## config.mk

```make
export PLATFORM = sky130hd
export DESIGN_NAME = mem_arbiter
export DESIGN_NICKNAME = d
export VERILOG_FILES = /design/src/rtl/mem_arbiter.sv
export SDC_FILE = /design/constraint.sdc
export NUM_CORES = 1
export LEC_CHECK = 0
export CAP_MARGIN = 20
export CORE_AREA = 2 2 112 114
export CTS_CLUSTER_DIAMETER = 30
export DETAILED_ROUTE_END_ITERATION = 10
export DIE_AREA = 0 0 114 116
export PLACE_DENSITY = 0.67
export SLEW_MARGIN = 30
export SYNTH_ARGS = -nofsm -noshare
export SYNTH_HDL_FRONTEND = slang
export SYNTH_SLANG_ARGS = --single-unit
```

## constraint.sdc

```tcl
create_clock -name clk -period 1.8 [get_ports clk]
set_clock_uncertainty 0.1 [all_clocks]
set_input_delay 0.36 -clock clk [delete_from_list [all_inputs] [get_ports clk]]
set_output_delay 0.36 -clock clk [all_outputs]
set_load 0.01 [all_outputs]
```

## src/rtl/mem_arbiter.sv

```systemverilog
// -----------------------------------------------------------------------------
// mem_arbiter
//
// Two-master arbiter in front of a single-port synchronous memory.
//   m0 : instruction fetch, read-only
//   m1 : load/store
// Grants are combinational. Both requesting resolves round-robin on a 1-bit
// last_owner register. A granted read is tagged with its owner, and the memory
// data returned on the next cycle is steered to that owner's rdata/rvalid.
// Ungranted requests are not stored: a requester holds req and payload until
// it sees its gnt.
//
// Ports
//   clk, rst_n                  clock, asynchronous active-low reset
//   m0_req/m0_addr              fetch request
//   m0_gnt/m0_rvalid/m0_rdata   fetch accept and read response
//   m1_req/m1_we/m1_addr/
//   m1_wdata/m1_be              load/store request
//   m1_gnt/m1_rvalid/m1_rdata   load/store accept and load response
//   mem_ce/mem_we/mem_addr/
//   mem_wdata/mem_be            request to the memory
//   mem_rdata                   memory read data, one cycle after a read
//   conflict_cnt                saturating count of cycles with both req high
// -----------------------------------------------------------------------------
module mem_arbiter #(
  parameter int AW = 32,
  parameter int DW = 32
) (
  input  logic            clk,
  input  logic            rst_n,

  input  logic            m0_req,
  input  logic [AW-1:0]   m0_addr,
  output logic            m0_gnt,
  output logic            m0_rvalid,
  output logic [DW-1:0]   m0_rdata,

  input  logic            m1_req,
  input  logic            m1_we,
  input  logic [AW-1:0]   m1_addr,
  input  logic [DW-1:0]   m1_wdata,
  input  logic [DW/8-1:0] m1_be,
  output logic            m1_gnt,
  output logic            m1_rvalid,
  output logic [DW-1:0]   m1_rdata,

  output logic            mem_ce,
  output logic            mem_we,
  output logic [AW-1:0]   mem_addr,
  output logic [DW-1:0]   mem_wdata,
  output logic [DW/8-1:0] mem_be,
  input  logic [DW-1:0]   mem_rdata,

  output logic [15:0]     conflict_cnt
);

  typedef enum logic {
    OWNER_M0 = 1'b0,
    OWNER_M1 = 1'b1
  } owner_e;

  owner_e last_owner;
  owner_e resp_tag;
  logic   resp_valid;
  logic   both_req;
  logic   read_grant;

  assign both_req = m0_req & m1_req;

  // Grant decision. Both grants are held low while reset is asserted.
  always_comb begin
    // NOTE: every combinational output gets a default first so no path leaves
    // it unassigned, which would otherwise infer a latch.
    m0_gnt = 1'b0;
    m1_gnt = 1'b0;
    if (rst_n) begin
      if (both_req) begin
        // Round-robin: the requester not served most recently wins.
        if (last_owner == OWNER_M0) m1_gnt = 1'b1;
        else                        m0_gnt = 1'b1;
      end else begin
        m0_gnt = m0_req;
        m1_gnt = m1_req;
      end
    end
  end

  // Memory request mux. Fetches are always full-word reads.
  always_comb begin
    mem_ce    = m0_gnt | m1_gnt;
    mem_we    = 1'b0;
    mem_addr  = '0;
    mem_wdata = '0;
    mem_be    = '0;
    if (m1_gnt) begin
      mem_we    = m1_we;
      mem_addr  = m1_addr;
      mem_wdata = m1_wdata;
      mem_be    = m1_be;
    end else if (m0_gnt) begin
      mem_addr  = m0_addr;
      mem_be    = '1;
    end
  end

  // Stores finish on their grant cycle, so only reads create a response.
  assign read_grant = m0_gnt | (m1_gnt & ~m1_we);

  always_ff @(posedge clk or negedge rst_n) begin
    if (!rst_n) begin
      // Reset to m0 so that m1 wins the first conflict.
      last_owner   <= OWNER_M0;
      resp_valid   <= 1'b0;
      resp_tag     <= OWNER_M0;
      conflict_cnt <= '0;
    end else begin
      // NOTE: state registers use non-blocking assignments so every register
      // samples pre-edge values regardless of statement order.
      if (m0_gnt)      last_owner <= OWNER_M0;
      else if (m1_gnt) last_owner <= OWNER_M1;

      resp_valid <= read_grant;
      resp_tag   <= m1_gnt ? OWNER_M1 : OWNER_M0;

      if (both_req && (conflict_cnt != 16'hFFFF))
        conflict_cnt <= conflict_cnt + 16'd1;
    end
  end

  // Steer the returning data to its owner; the other side stays at zero.
  assign m0_rvalid = resp_valid && (resp_tag == OWNER_M0);
  assign m1_rvalid = resp_valid && (resp_tag == OWNER_M1);
  assign m0_rdata  = m0_rvalid ? mem_rdata : '0;
  assign m1_rdata  = m1_rvalid ? mem_rdata : '0;

endmodule

```

==> results.txt <==
- Worst Setup End Kind: output pin
* Net count after synthesis: between 300 and 400
- The average instance in the mapped netlist occupies 8.15 um2.
- Dividing the detail-routed wire length by the instance count gives 19.1 um.
* CTS H-tree depth: 1
- Pwr/cell area: about 470 mW/mm2
- Root buf cell: clkbuf_16
- Number of I/O pins: approximately 290
- After synthesis the cells add up to 0.00198 mm2.
- For this block, the initial DRC count from the detailed router was 130.
- Dividing the detail-routed via count by the number of cells gives ~4.5.
- Biggest area contributors in the synthesized netlist: dfrtp_1, and2_1, a22o_1, and3_1, xor2_1
* Synthesis Warnings: 0
- Worst EP required: 1.34 ns
- Final number of setup-violating endpoints: ~90
- Cell type with the largest total area after synthesis: dfrtp_1
* Initial standard-cell utilization of the core: 0.166
- The worst setup path is of the reg2out kind.
- After floorplanning, the core was divided into 40 placement rows.
- Quantity of hold-fixing buffers added after cts: 0
* Core Box Area: 0.0119 mm2
- The count of endpoints failing hold in the final timing report came to 0.
- Worst stage delay on the critical path: around 0.42 ns
* First-pass GRT wire length: about 19000 um
- For this run, the top clock speed supported by timing is approximately 500 MHz.
* Number of input and output port buffers inserted: 290
* Crit-path slowest cell: dfrtp_1
* Part of the Yosys area used for sequential elements: 0.240
- Of the available clock period, the critical path in the final layout requires 1.12.
- Violations in the final reports: negative setup slack
* Number of unique standard cell types used by synthesis: 33
- The initial antenna violation count was 0.
- The count of cells in the finished layout, fillers not included, comes to 733.
* Total instance count after detailed placement: between 600 and 700
* Number of buffers created by CTS: 3
- The die covers 0.0132 mm2.
- Number of global-route vias before repair: 3310
* Cell Area, Placed: 0.00523 mm2
* Async S/R FF share, synth: 1.00
* Final ANT Viol Nets: 0
- At the worst endpoint, the arrival time is 1.55 ns.
- Core Util, Final: 0.492
- Of the cells placed in the final design, the portion with a size suffix greater than 1 is 0.496.
- Counting instances in the post-synthesis netlist gives the leading cell types as and2_1, and3_1, a22o_1, dfrtp_1, clkbuf_1.
- At the end of the flow, the number of nets in the layout was between 700 and 800.
- Number of storage elements in the synthesis netlist: 19
- Of the post-synthesis cell area, the dominant cell type holds 0.240.
- Clock edge transition at the registers on the reported setup and hold paths: roughly 0.060 ns
- Global routing finished with a remaining overflow of 0.
* Die extent in y: roughly 120 um
- Max-slew headroom at the worst pin: 0.781
- Layout Area Growth over Synthesis: 196%
* Final WS setup: -0.213 ns
* # clock sinks: 19
- For the pin with the worst max-slew slack, the measured transition is 0.324 ns.
* Post-synthesis instance total: approximately 240
- Result of the run: finished with violations
* CTS tree: built
- No sink is reached through more buffers than the 2 on the longest clock path.
* Most frequent cell after synthesis: and2_1
- Number of buffers and inverters on the critical path: 4
- The tool flagged a number of max-cap violations equal to 0.
- Measured along the x axis, the die boundary spans between 100 and 150 um.
- Yosys mapped a number of flops with a built-in enable equal to 0.
- DRT Wirelength: roughly 14000 um
- The analysis attributes to cell leakage a power of 2.93 nW.
- Startpoint class of the critical path: register
* CP max FO: 6
* GP Congestion: 0.785
* Setup repair after global routing missed its margin: true
- Post-route worst hold slack: about 0.014 ns
- Counting stages on the worst path, the most repeated cell is buf_12.
- Entering global routing, the biggest net connects 28 pins.
- Post-route cell area: about 0.006 mm2
* HPWL after detailed placement: ~10000 um
- Clock period minus final worst setup slack: between 2 and 2.5 ns
* Router iterations before antenna repair: 4
* Prevailing post-synth register cell: dfrtp_1
- At the later pin of the worst-skew pair, clock insertion delay measures ~0.26 ns.
- For this run, design rule violations remaining after detail routing come to 0.
- Total track usage: 0.185
* Worst-case vdd ir drop: about 0.0004 V
* Cell breakdown of the critical path: a21oi_4, buf_12, buf_12, clkbuf_16, a22o_1, buf_2
- Fin. max-slew vios: 0
- Path type of the worst min-delay path: in2async
- Via count: approximately 3300
- On the critical path the largest part of the delay comes from buffers and inverters.
==> stage by stage <==
step	setup WS, ns	TNS, ns	power (mW)
2_1_floorplan	0.0515	0	1.08
3_3_place_gp	-0.825	-66.78	2.01
3_5_place_dp	-0.827	-66.92	2.03
4_1_cts	-0.202	-12.38	2.65
5_1_grt	-0.265	-15.49	2.90
6_report	-0.213	-9.90	2.77
==> state kept, by name, indices dropped and copies added, names as in the netlist <==
| register | count |
|---|---|
| conflict_cnt | 16 |
| last_owner | 1 |
| resp_tag | 1 |
| resp_valid | 1 |
==> report_power, final <==
part	total (mW)	internal, mW	switching (mW)
Combinational	1.66	1.03	0.627
Sequential	0.639	0.514	0.125
Clock	0.477	0.301	0.176
==> layout make-up <==
cell class | count | area (um2)
antenna | 1 | 2.50
inverter | 4 | 15.0
timing repair buffer | 357 | 3480
fill | 1135 | 6050
multi-input combinational | 201 | 1620
tap | 147 | 184
sequential | 19 | 480
clock buffer | 3 | 75.1
clock inverter | 1 | 7.51
==> cell families (layout without fill, tap and decap cells) <==
| family | Yosys count | in the layout | share of synthesized area |
|---|---|---|---|
| multiplexers | 3 | 3 | 0.0189 |
| buffers and inverters | 23 | 365 | 0.0448 |
| flip-flops | 19 | 19 | 0.240 |
| other | 0 | 1 | 0 |
| XOR/XNOR | 12 | 12 | 0.0531 |
| adder cells (fa/ha/maj) | 1 | 1 | 0.00632 |
| AO/OA/AOI/OAI | 39 | 39 | 0.166 |
| AND/OR/NAND/NOR | 146 | 146 | 0.471 |
==> cells in the final DEF, fill, tap and decap left out, types with 2 or more instances in the layout <==
cell,Yosys,routed
buf_6,0,82
buf_12,0,9
and2_1,66,15
nand3_1,3,3
xnor2_1,4,4
buf_4,0,24
and2_4,0,51
nor2_1,8,4
dlygate4sd2_1,0,2
nand4_1,3,3
dlymetal6s2s_1,0,2
nand2_1,12,11
nor3_1,5,4
mux2_2,2,2
dfrtp_1,19,15
o21ai_0,2,2
nand3_2,2,2
buf_2,2,60
nor2_2,1,4
buf_16,0,5
clkbuf_2,0,19
nor4_4,2,2
dfrtp_2,0,4
and3_4,0,2
clkdlybuf4s50_1,0,146
buf_8,0,4
nand4_4,2,2
and3_1,34,32
xor2_1,8,8
clkbuf_16,0,7
a21oi_4,0,2
nor3_2,1,2
inv_1,4,3
a22o_1,32,32
==> path summary, 6_finish.rpt <==
kind                               endpoint  cells past startpoint             start  slack (ns)
min in group clk                 last_owner                      4            m0_req        0.42
max in group asynchronous          resp_tag                      2             rst_n        1.36
min reg2reg                conflict_cnt[11]                      1  conflict_cnt[11]        0.43
max reg2reg                 conflict_cnt[1]                      5   conflict_cnt[0]        0.09
max                            mem_addr[31]                      6        last_owner       -0.21
min                         conflict_cnt[7]                      2             rst_n        0.01
==> layer usage <==
| metal | vias up | global-route usage | wire [um] |
|---|---|---|---|
| met5 | - | 0 | 0 |
| li1 | 1548 | - | - |
| met2 | 196 | 0.345 | 7340 |
| met1 | 1535 | 0.214 | 5190 |
| met3 | 19 | 0.0392 | 1190 |
| met4 | 0 | 0.0528 | 293 |
==> timing repair <==
action	4_1_cts	5_1_grt
gates cloned	11	5
pin swaps	25	29
setup buffers	22	10
endpoints found under the setup margin	141	146
gates resized for setup	612	118
No activity file was read; power rests on OpenSTA's default activity.
